[config.mk]
export PLATFORM = sky130hd
export DESIGN_NAME = food_spawner
export DESIGN_NICKNAME = d
export VERILOG_FILES = /design/src/rtl/food_spawner.sv
export SDC_FILE = /design/constraint.sdc
export NUM_CORES = 1
export LEC_CHECK = 0
export CAP_MARGIN = 0
export CORE_ASPECT_RATIO = 1.1
export CORE_UTILIZATION = 51
export DETAILED_ROUTE_END_ITERATION = 6
export GPL_ROUTABILITY_DRIVEN = 0
export PLACE_DENSITY = 0.88
export RECOVER_POWER = 100
export REMOVE_ABC_BUFFERS = 1
export SYNTH_ARGS = -nofsm -noshare
export SYNTH_HDL_FRONTEND = slang
export SYNTH_SLANG_ARGS = --single-unit
[constraint.sdc]
create_clock -name clk -period 3.4 [get_ports clk]
set_input_delay 0.85 -clock clk [delete_from_list [all_inputs] [get_ports clk]]
set_output_delay 0.85 -clock clk [all_outputs]
set_load 0.02 [all_outputs]
[src/rtl/food_spawner.sv]
// food_spawner
//   Places a new food item on the playfield. Draws candidate cells from the
//   free-running random generator and drops any that fall off the grid. It
//   checks each remaining candidate against the snake body through a
//   one-outstanding req/ack query port, then publishes the first free cell.
//
// Optional feature macro: FOOD_SCAN_FALLBACK_EN
//   When defined, running out of random attempts starts a raster scan from
//   (0,0) instead of failing immediately.
//
// Ports
//   clk, rst            clock; asynchronous active-low reset
//   randX, randY        random candidate coordinates, new every cycle
//   spawn_req           one-cycle spawn request (accepted only when idle)
//   occ_x, occ_y        coordinate under query, held until acknowledged
//   occ_req             one-cycle query strobe
//   occ_ack, occ_hit    query answer; hit=1 means the cell holds snake
//   food_x, food_y      current food position
//   food_valid          food position is live
//   spawn_done          one-cycle pulse, food placed
//   spawn_fail          one-cycle pulse, no free cell found
//   busy                high whenever the spawner is not idle
module food_spawner #(
    parameter int GRID_W    = 80,
    parameter int GRID_H    = 60,
    parameter int MAX_TRIES = 16
) (
    input  logic       clk,
    input  logic       rst,
    input  logic [6:0] randX,
    input  logic [6:0] randY,
    input  logic       spawn_req,
    output logic [6:0] occ_x,
    output logic [6:0] occ_y,
    output logic       occ_req,
    input  logic       occ_ack,
    input  logic       occ_hit,
    output logic [6:0] food_x,
    output logic [6:0] food_y,
    output logic       food_valid,
    output logic       spawn_done,
    output logic       spawn_fail,
    output logic       busy
);

`ifdef FOOD_SCAN_FALLBACK_EN
    typedef enum logic [2:0] {
        S_IDLE, S_SAMPLE, S_CHECK, S_SCAN, S_SCAN_WAIT, S_DONE, S_FAIL
    } state_t;
    localparam state_t S_EXH = S_SCAN;
`else
    typedef enum logic [2:0] {
        S_IDLE, S_SAMPLE, S_CHECK, S_DONE, S_FAIL
    } state_t;
    localparam state_t S_EXH = S_FAIL;
`endif

    localparam logic [7:0] W8   = 8'(GRID_W);
    localparam logic [7:0] H8   = 8'(GRID_H);
    localparam logic [7:0] MAXT = 8'(MAX_TRIES);

    state_t     state_q, state_d;
    logic [7:0] tries_q, tries_d;
    logic [6:0] occ_x_q, occ_x_d, occ_y_q, occ_y_d;
    logic [6:0] food_x_q, food_x_d, food_y_q, food_y_d;
    logic       occ_req_q, occ_req_d;
    logic       food_valid_q, food_valid_d;
    logic       spawn_done_q, spawn_done_d;
    logic       spawn_fail_q, spawn_fail_d;
    logic       busy_q, busy_d;

`ifdef FOOD_SCAN_FALLBACK_EN
    logic [6:0] scan_x_q, scan_x_d, scan_y_q, scan_y_d;
    logic       scan_last;
    assign scan_last = (scan_x_q == 7'(GRID_W - 1)) && (scan_y_q == 7'(GRID_H - 1));
`endif

    logic       in_range;
    logic [7:0] tries_inc;
    logic       exhausted;

    assign in_range  = ({1'b0, randX} < W8) && ({1'b0, randY} < H8);
    assign tries_inc = tries_q + 8'd1;
    // Evaluated on the miss that is being counted right now.
    assign exhausted = (tries_inc >= MAXT);

    always_comb begin
        state_d      = state_q;
        tries_d      = tries_q;
        occ_x_d      = occ_x_q;
        occ_y_d      = occ_y_q;
        food_x_d     = food_x_q;
        food_y_d     = food_y_q;
        food_valid_d = food_valid_q;
        occ_req_d    = 1'b0;
        spawn_done_d = 1'b0;
        spawn_fail_d = 1'b0;
`ifdef FOOD_SCAN_FALLBACK_EN
        scan_x_d     = scan_x_q;
        scan_y_d     = scan_y_q;
`endif
        case (state_q)
            S_IDLE: begin
                if (spawn_req) begin
                    state_d      = S_SAMPLE;
                    food_valid_d = 1'b0;
                    tries_d      = 8'd0;
`ifdef FOOD_SCAN_FALLBACK_EN
                    scan_x_d     = 7'd0;
                    scan_y_d     = 7'd0;
`endif
                end
            end
            S_SAMPLE: begin
                if (in_range) begin
                    occ_x_d   = randX;
                    occ_y_d   = randY;
                    occ_req_d = 1'b1;
                    state_d   = S_CHECK;
                end else begin
                    tries_d = tries_inc;
                    if (exhausted) state_d = S_EXH;
                end
            end
            S_CHECK: begin
                if (occ_ack) begin
                    if (!occ_hit) begin
                        state_d = S_DONE;
                    end else begin
                        tries_d = tries_inc;
                        state_d = exhausted ? S_EXH : S_SAMPLE;
                    end
                end
            end
`ifdef FOOD_SCAN_FALLBACK_EN
            S_SCAN: begin
                occ_x_d   = scan_x_q;
                occ_y_d   = scan_y_q;
                occ_req_d = 1'b1;
                state_d   = S_SCAN_WAIT;
            end
            S_SCAN_WAIT: begin
                if (occ_ack) begin
                    if (!occ_hit) begin
                        state_d = S_DONE;
                    end else if (scan_last) begin
                        state_d = S_FAIL;
                    end else begin
                        // Raster order: x fastest, wrap to next row.
                        if (scan_x_q == 7'(GRID_W - 1)) begin
                            scan_x_d = 7'd0;
                            scan_y_d = scan_y_q + 7'd1;
                        end else begin
                            scan_x_d = scan_x_q + 7'd1;
                        end
                        state_d = S_SCAN;
                    end
                end
            end
`endif
            S_DONE: begin
                food_x_d     = occ_x_q;
                food_y_d     = occ_y_q;
                food_valid_d = 1'b1;
                spawn_done_d = 1'b1;
                state_d      = S_IDLE;
            end
            S_FAIL: begin
                spawn_fail_d = 1'b1;
                state_d      = S_IDLE;
            end
            default: state_d = S_IDLE;
        endcase
        busy_d = (state_d != S_IDLE);
    end

    always_ff @(posedge clk or negedge rst) begin
        if (!rst) begin
            state_q      <= S_IDLE;
            tries_q      <= 8'd0;
            occ_x_q      <= 7'd0;
            occ_y_q      <= 7'd0;
            food_x_q     <= 7'd0;
            food_y_q     <= 7'd0;
            occ_req_q    <= 1'b0;
            food_valid_q <= 1'b0;
            spawn_done_q <= 1'b0;
            spawn_fail_q <= 1'b0;
            busy_q       <= 1'b0;
`ifdef FOOD_SCAN_FALLBACK_EN
            scan_x_q     <= 7'd0;
            scan_y_q     <= 7'd0;
`endif
        end else begin
            state_q      <= state_d;
            tries_q      <= tries_d;
            occ_x_q      <= occ_x_d;
            occ_y_q      <= occ_y_d;
            food_x_q     <= food_x_d;
            food_y_q     <= food_y_d;
            occ_req_q    <= occ_req_d;
            food_valid_q <= food_valid_d;
            spawn_done_q <= spawn_done_d;
            spawn_fail_q <= spawn_fail_d;
            busy_q       <= busy_d;
`ifdef FOOD_SCAN_FALLBACK_EN
            scan_x_q     <= scan_x_d;
            scan_y_q     <= scan_y_d;
`endif
        end
    end

    assign occ_x      = occ_x_q;
    assign occ_y      = occ_y_q;
    assign occ_req    = occ_req_q;
    assign food_x     = food_x_q;
    assign food_y     = food_y_q;
    assign food_valid = food_valid_q;
    assign spawn_done = spawn_done_q;
    assign spawn_fail = spawn_fail_q;
    assign busy       = busy_q;

endmodule

==> results of run 1 <==
-- Yosys cell counts, drive strengths merged --
master	n
and4	2
nand2b	1
nor3b	1
o2111ai	1
nand3	5
xnor2	1
a211oi	1
o21a	1
a41o	1
nand2	92
o211ai	1
inv	6
buf	5
a22oi	1
o21bai	1
or3	4
a21boi	2
clkbuf	1
dfrtp	44
nor3	1
o21ai	8
nor2	6
a31oi	1
and2	3
or3b	1
ha	1
a21oi	1
or4b	1
xor2	2
nand3b	1
and3	2
-- where the power goes --
| part | leakage [nW] | internal [mW] | total [mW] | switching, mW |
|---|---|---|---|---|
| Combinational | 0.642 | 0.332 | 0.829 | 0.497 |
| Clock | 0.0418 | 0.157 | 0.339 | 0.182 |
| Sequential | 0.571 | 0.699 | 0.832 | 0.132 |
| Total | 1.26 | 1.19 | 2.00 | 0.811 |
-- per-layer routing --
layer / global-route usage, % / wire length (um) / vias to the layer above
li1: - / - / 753
met1: 28.6 / 1760 / 735
met2: 42.3 / 2130 / 47
met3: 6.30 / 183 / 7
met4: 10.1 / 73 / 0
met5: 0 / 0 / -
-- kinds of logic (layout without fill, tap and decap cells) --
| kind of cell | count (synthesis) | count (layout) |
|---|---|---|
| AOI/OAI and AO/OA | 19 | 19 |
| xor gates and xnor gates | 3 | 3 |
| adders and majority gates | 1 | 1 |
| buffers and inverters | 12 | 67 |
| DFF | 44 | 44 |
| and+or+nand+nor | 120 | 120 |
-- through the flow --
stage	power [mW]	cells
global route	2.14	302
detailed placement	1.76	294
finish	2.00	302
CTS	2.10	302
global placement	1.73	294
floorplan	1.32	193
-- worst max-delay path, stage by stage --
cell and delay [ns]:
dlygate4sd3_1 0.54, or4b_1 0.53, nand2_1 0.11, o211ai_1 0.28
or3_1 0.44, a21boi_0 0.17
-- sequential cells by signal, summed over array words and instances (netlist names) --
name / cells
food_x: 7
busy: 1
occ_req: 1
spawn_done: 1
food_y: 7
occ_y: 7
spawn_fail: 1
occ_x: 7
state_q: 3
tries_q: 8
food_valid: 1
-- final timing paths --
kind | to | cells after the start
setup / recovery | tries_q[3] | 6
hold / removal | food_y[4] | 2
setup reg to reg | tries_q[3] | 5
hold reg to reg | food_y[4] | 2
max in group asynchronous | occ_y[0] | 1
min in group asynchronous | food_y[3] | 1
-- layout make-up --
cell class                      instances  area share, %
Sequential cell                        44           44.8
Multi-Input combinational cell        143           27.6
Timing Repair Buffer                   53           20.8
Tap cell                               48           2.45
Clock inverter                          3           1.88
Clock buffer                            5           1.53
Inverter                                6          0.917
==> metrics.cfg, run 1 <==
[outcome]
status = finished with violations
failed_checks = max-capacitance violations, max-slew violations

[cts]
numCtsBuffers = 5
cts_tree = done
path_clk_slew_ns = 0.13
post_cts_resized = 0
post_cts_buffers = 0
cts.sink_count = 44
insertion_delay_ns = 0.37
hold_buffers = 0
ctsLongestPathBuffers = 2
clockRootBuffer = clkbuf_4
htreeDepth = 2

[synth]
synthTopCellsByArea = dfrtp_1, nand2_1, o21ai_0
yosys_warnings = 0
muxShareOfSynthArea_pct = 0
synthCells = 199
synth_compound_area_share_pct = 7.57
synthAdderAreaFrac_pct = 0.676
ys_ff_latch = 44
synth_top_family_by_area = simple AND/OR/NAND/NOR gates
synth-simple-area-share_pct = 27.9
ys_seq_area_share_pct = 59.5
syn_area_per_cell_um2 = 9.30
yosys.cell_types.count = 36
syn-cell-area_um2 = 1850
yosysTopAreaCellShare_pct = 59.5
synth_xor_area_share_pct = 1.42
synth_top_area_cell = dfrtp_1

[global_routing]
grt_pass1_wl_um = 6860
grt_max_degree = 45
overflow = 0
antenna_found_initial = 0
first_global_vias = 1490
track_usage_pct = 24.5

[final_layout]
multi_input_area_um2 = 677
nNetsFinal = 273
seq_area_um2 = 1100
drive_gt1_share_pct = 3.54
fin_area_um2 = 2460
final_cell_mix = nand2_1, dfrtp_1, dlygate4sd3_1
syn2layout_area_growth_pct = 32.7
nFillCells = 264
antenna_cells = 0
mostFrequentLayoutCell = nand2_1
final_util_pct = 72.0

[routing]
drc_errors = 0
wl_per_cell_um = 13.7
drtPass1Iterations = 4
drt-initial-drc-count = 82
dr_total_vias = 1542
viasPerCell = 5.11
wl_um = 4150
drtAntennaViolNets = 0

[critical_path]
cp-end-kind = register
crit_path_start = spawn_req
crit_fanout = 10
worstPathRequired_ns = 3.69
r2r_start = state_q[1]
worstSetupStartpointType = primary input
critPathKind = primary input to register
r2r_slack_ns = 1.23
arrival_ns = 2.92

[timing]
post-route-min-period_ns = 2.63
fin_crit_sh_pct = 77.5
drv_slew = 45
fmax_ghz = 0.380
setup_tns_ns = 0
setup_viol = 0
hold_viol = 0
max_slew.worst_pin.slew_ns = 2.28
fin_hold_ws_ns = 0.488
clock_skew_ns = 0.0166
max-slew-margin-rel_pct = -52.1
setup_ws_ns = 0.765
rsz0062_at_grt = no

[placement]
place_area_um2 = 2400
preCtsSetupSlack_ns = 0.707
hpwlAfterDp_um = 3000
port_buffers = 51

[floorplanning]
dieArea_um2 = 3870
num_rows = 22
die_w_um = 59.4
die_h_um = 65.2
io_pins = 52
core-area_um2 = 3410
start_util_pct = 54.2

[pwr]
ir_drop_uv = 462
p_leak_nw = 1.26
power_density_nw_per_um2 = 814

[worst_hold_path]
hp-start = food_y[4]
hp-class = register to register

[run]
drv_cap = 1

No activity file was read; power rests on OpenSTA's default activity.
==> inputs of run 2 (changes only) <==
--- a/config.mk
+++ b/config.mk
@@ -7,10 +7,10 @@
 export LEC_CHECK = 0
 export CAP_MARGIN = 0
 export CORE_ASPECT_RATIO = 1.1
-export CORE_UTILIZATION = 51
+export CORE_UTILIZATION = 42
 export DETAILED_ROUTE_END_ITERATION = 6
 export GPL_ROUTABILITY_DRIVEN = 0
-export PLACE_DENSITY = 0.88
+export PLACE_DENSITY = 0.78
 export RECOVER_POWER = 100
 export REMOVE_ABC_BUFFERS = 1
 export SYNTH_ARGS = -nofsm -noshare
==> constraint.sdc (replaced) <==
create_clock -name clk -period 2.11 [get_ports clk]
set_input_delay 0.5275 -clock clk [delete_from_list [all_inputs] [get_ports clk]]
set_output_delay 0.5275 -clock clk [all_outputs]
set_load 0.02 [all_outputs]
==> run 2 against run 1 <==
  * The run still ends with max-capacitance violations, max-slew violations left
  * Count of clock-buffer cells in the layout rose by 1
  * Hold slack lost 0.014 ns
  * Die area is 21% higher
  * Flip-flop and latch count unchanged
  * Clock power grew 85%
  * First-iteration DRC count grew 22%
  * Cell count up 5.3%
  * Non-clock buffer count rose by 12
  * Final area up 5.7%
  * Combinational power up 80%
  * Critical endpoint unchanged
  * Largest power group is now combinational logic
==> metrics.cfg, run 2 (synthesis results as in run 1) <==
[floorplanning]
core-area_um2 = 4080
dieArea_um2 = 4680
num_rows = 24
die_h_um = 71.6
start_util_pct = 45.3
die_w_um = 65.3
io_pins = 52

[worst_hold_path]
hp-class = register to register
worstHoldPathCells = 2

[timing]
drv_slew = 30
max-slew-margin-rel_pct = -4.41
setup_viol = 0
rsz0062_at_grt = no
hold_viol = 0
fin_crit_sh_pct = 93.8
setup_tns_ns = 0
fmax_ghz = 0.505
setup_ws_ns = 0.130
clock_skew_ns = 0.00880
max_slew.worst_pin.slew_ns = 1.57
post-route-min-period_ns = 1.98

[routing]
viasPerCell = 4.92
drtPass1Iterations = 4
dr_total_vias = 1563
drtAntennaViolNets = 0
drt-initial-drc-count = 100
wl_per_cell_um = 12.9
drc_errors = 0
wl_um = 4110

[critical_path]
worstSetupStartpointType = primary input
crit_fanout = 3
cp-end-kind = register
rr_worst_depth = 6
worstPathRequired_ns = 2.33
critPathKind = primary input to register
arrival_ns = 2.20

[final_layout]
final_util_pct = 63.6
antenna_cells = 0
fin_area_um2 = 2600
nFillCells = 361
mostFrequentLayoutCell = nand2_1
nNetsFinal = 285
largest-register = tries_q
final_cell_mix = nand2_1, dfrtp_1, dlygate4sd3_1
largest_reg_flops = 8
syn2layout_area_growth_pct = 40.3
drive_gt1_share_pct = 8.27

[cts]
post_cts_resized = 0
path_clk_slew_ns = 0.08
cts.sink_count = 44
clockRootBuffer = clkbuf_8
hold_buffers = 0
post_cts_buffers = 0
ctsLongestPathBuffers = 2
insertion_delay_ns = 0.29
htreeDepth = 2
numCtsBuffers = 5
cts_tree = done

[placement]
place_area_um2 = 2510
preCtsSetupSlack_ns = -0.175
port_buffers = 51
hpwlAfterDp_um = 2990

[pwr]
power_density_nw_per_um2 = 1320
total_power_mw = 3.42
p_leak_nw = 1.33
ir_drop_uv = 787

[global_routing]
antenna_found_initial = 0
first_global_vias = 1479
grt_pass1_wl_um = 6840
track_usage_pct = 19.3
overflow = 0
grt_max_degree = 30

[run]
drv_cap = 1

[outcome]
status = finished with violations
failed_checks = max-capacitance violations, max-slew violations

[run 2: cell count changes in the layout (fill, tap and decap cells not counted), moves of 2 or more]
cell,before,now
clkbuf_4,5,0
dlygate4sd3_1,35,33
clkbuf_2,0,2
buf_4,0,9
clkbuf_8,0,5
a21boi_1,0,2
a21boi_0,2,0
clkdlybuf4s50_1,15,17
[run 2: critical path, cell delays in order]
cell and delay (ns):
clkdlybuf4s50_1 0.47, or4b_1 0.49, nand2_1 0.14, o211ai_4 0.09, or3_1 0.35, a21boi_1 0.14
[run 2: worst paths after layout]
path / start / endpoint / slack [ns]
worst min register to register: food_x[6] / food_x[6] / 0.47
worst max register to register: state_q[2] / tries_q[7] / 0.21
worst min-delay path: food_x[6] / food_x[6] / 0.47
min in group asynchronous: rst / food_y[0] / 0.61
max in group asynchronous: rst / occ_y[3] / 0.46
worst max-delay path: spawn_req / tries_q[3] / 0.13
[run 2: power breakdown]
group / total [mW] / switching (mW) / internal, mW / leakage, nW
Sequential: 1.30 / 0.171 / 1.13 / 0.571
Clock: 0.626 / 0.275 / 0.352 / 0.0552
Combinational: 1.49 / 0.866 / 0.623 / 0.703
Total: 3.42 / 1.31 / 2.10 / 1.33
[run 2: metrics by stage]
stage / cells / hold slack (ns)
2_1_floorplan: 193 / 0.232
3_3_place_gp: 310 / 0.457
3_5_place_dp: 310 / 0.462
4_1_cts: 318 / 0.282
5_1_grt: 318 / 0.484
6_report: 318 / 0.475
[run 2: per-layer routing]
metal / share of wire [%] / global-route usage [%] / routed length [um]
met1: 42 / 23.3 / 1740
met2: 53 / 34.7 / 2170
met3: 3.9 / 3.18 / 162
met4: 0.85 / 6.04 / 35
met5: 0 / 0 / 0
[run 2: layout make-up]
cell class	instances	area, um^2	area share (%)
Sequential cell	44	1100	42.4
Clock inverter	2	35.0	1.35
Timing Repair Buffer	65	609	23.5
Multi-Input combinational cell	143	691	26.6
Clock buffer	6	72.6	2.80
Tap cell	52	65.1	2.51
Inverter	6	22.5	0.867
==> inputs of run 3 (changes only) <==
--- a/config.mk
+++ b/config.mk
@@ -6,7 +6,7 @@
 export NUM_CORES = 1
 export LEC_CHECK = 0
 export CAP_MARGIN = 0
-export CORE_ASPECT_RATIO = 1.1
+export CORE_ASPECT_RATIO = 1.2
 export CORE_UTILIZATION = 42
 export DETAILED_ROUTE_END_ITERATION = 6
 export GPL_ROUTABILITY_DRIVEN = 0
@@ -16,3 +16,4 @@
 export SYNTH_ARGS = -nofsm -noshare
 export SYNTH_HDL_FRONTEND = slang
 export SYNTH_SLANG_ARGS = --single-unit
+export TNS_END_PERCENT = 20
==> run 3 against run 2 <==
  * The run now ends clean
  * Setup slack lost 0.040 ns
  * Hold slack lost 0.0011 ns
  * Clock skew shrank 0.00062 ns
  * Critical path depth is the same
  * Critical path type unchanged
  * Critical endpoint unchanged
  * Highest routed layer unchanged
==> metrics.cfg, run 3 (synthesis results as in run 1) <==
[outcome]
status = complete, no violations

[timing]
post-route-min-period_ns = 2.02
setup_ws_ns = 0.0902
rsz0062_at_grt = no
fmax_ghz = 0.495
hold_viol = 0
setup_tns_ns = 0
max-slew-margin-rel_pct = 27.8
setup_viol = 0
drv_slew = 0
clock_skew_ns = 0.00819
fin_crit_sh_pct = 95.7
max_slew.worst_pin.slew_ns = 1.08

[cts]
post_cts_resized = 0
cts.sink_count = 44
insertion_delay_ns = 0.29
htreeDepth = 2
hold_buffers = 0
clockRootBuffer = clkbuf_8
numCtsBuffers = 5
cts_tree = done
post_cts_buffers = 0
path_clk_slew_ns = 0.08
ctsLongestPathBuffers = 2

[critical_path]
crit_fanout = 4
worstSetupStartpointType = primary input
cp-end-kind = register
critPathKind = primary input to register
arrival_ns = 2.24
worstPathRequired_ns = 2.33

[global_routing]
track_usage_pct = 18.9
overflow = 0
grt_max_degree = 45
globalRouteMet2Util_pct = 34.7
grt_pass1_wl_um = 6810
first_global_vias = 1516
gr-usage-met1_pct = 22.4
antenna_found_initial = 0
top_usage_layer = met2
gr-usage-met3_pct = 4.39

[final_layout]
seq_area_um2 = 1100
largest-register = tries_q
syn2layout_area_growth_pct = 40.1
final_cell_mix = nand2_1, dfrtp_1, dlygate4sd3_1
drive_gt1_share_pct = 8.68
mostFrequentLayoutCell = nand2_1
multi_input_area_um2 = 677
largest_reg_flops = 8
antenna_cells = 0
final_util_pct = 61.3
nNetsFinal = 284
nFillCells = 355

[routing]
viasPerCell = 4.77
drt-initial-drc-count = 88
wl_per_cell_um = 12.7
drtPass1Iterations = 4
wl_um = 4080
dr_total_vias = 1530
drtAntennaViolNets = 0
drc_errors = 0

[pwr]
clockPowerShare_pct = 18.9
total_power_mw = 3.43
combPwrFrac_pct = 42.4
ir_drop_uv = 607
p_leak_nw = 1.33
power_density_nw_per_um2 = 1320
switching_share_pct = 38.5
p_int_mw = 2.11
seqPwrFrac_pct = 38.7
p_sw_mw = 1.32

[placement]
hpwlAfterDp_um = 3080
port_buffers = 51
preCtsSetupSlack_ns = -0.181

[floorplanning]
core-area_um2 = 4230
num_rows = 26
dieArea_um2 = 4680
io_pins = 52
start_util_pct = 43.8
die_w_um = 62.6
die_h_um = 74.7

[worst_hold_path]
hp-class = register to register

[run]
drv_cap = 0

## run 3: layout make-up
type	count	share of cell area (%)
Sequential cell	44	42.5
Multi-Input combinational cell	143	26.1
Timing Repair Buffer	64	23.4
Tap cell	56	2.70
Clock buffer	5	2.65
Clock inverter	3	1.79
Inverter	6	0.869
## run 3: routing by layer
| layer | up-vias | routed length, um |
|---|---|---|
| met4 | 0 | 32 |
| met2 | 44 | 2150 |
| met3 | 4 | 146 |
| met5 | - | 0 |
| li1 | 772 | - |
| met1 | 710 | 1760 |
## run 3: critical path, stage by stage
cell and delay (ns):
clkdlybuf4s50_1 0.47, or4b_1 0.48, nand2_1 0.10, o211ai_1 0.15
or3_1 0.38, a21boi_1 0.14
## run 3: power groups by stage
stage	registers (mW)	logic (mW)	clock network [mW]
4_1_cts	1.34	1.61	0.665
6_report	1.33	1.45	0.648
5_1_grt	1.38	1.59	0.694
2_1_floorplan	1.62	0.516	0
3_3_place_gp	1.35	1.56	0
3_5_place_dp	1.36	1.60	0
## run 3: worst paths after layout
| path | to | cells past startpoint | slack [ns] | start |
|---|---|---|---|---|
| worst max-delay path | tries_q[3] | 6 | 0.09 | spawn_req |
| worst min-delay path | food_x[0] | 2 | 0.47 | food_x[0] |
| worst max register to register | tries_q[3] | 6 | 0.13 | state_q[0] |
| worst min register to register | food_x[0] | 2 | 0.47 | food_x[0] |
| max in group asynchronous | busy | 2 | 0.95 | rst |
| min in group asynchronous | occ_x[2] | 2 | 0.50 | rst |
## run 3: metrics by stage
stage | hold slack [ns] | area, um^2 | std cells
after global placement | 0.458 | 2500 | 313
after detailed placement | 0.463 | 2500 | 313
after CTS | 0.310 | 2620 | 321
final | 0.473 | 2590 | 321
after global routing | 0.504 | 2590 | 321
after floorplan | 0.232 | 1820 | 193
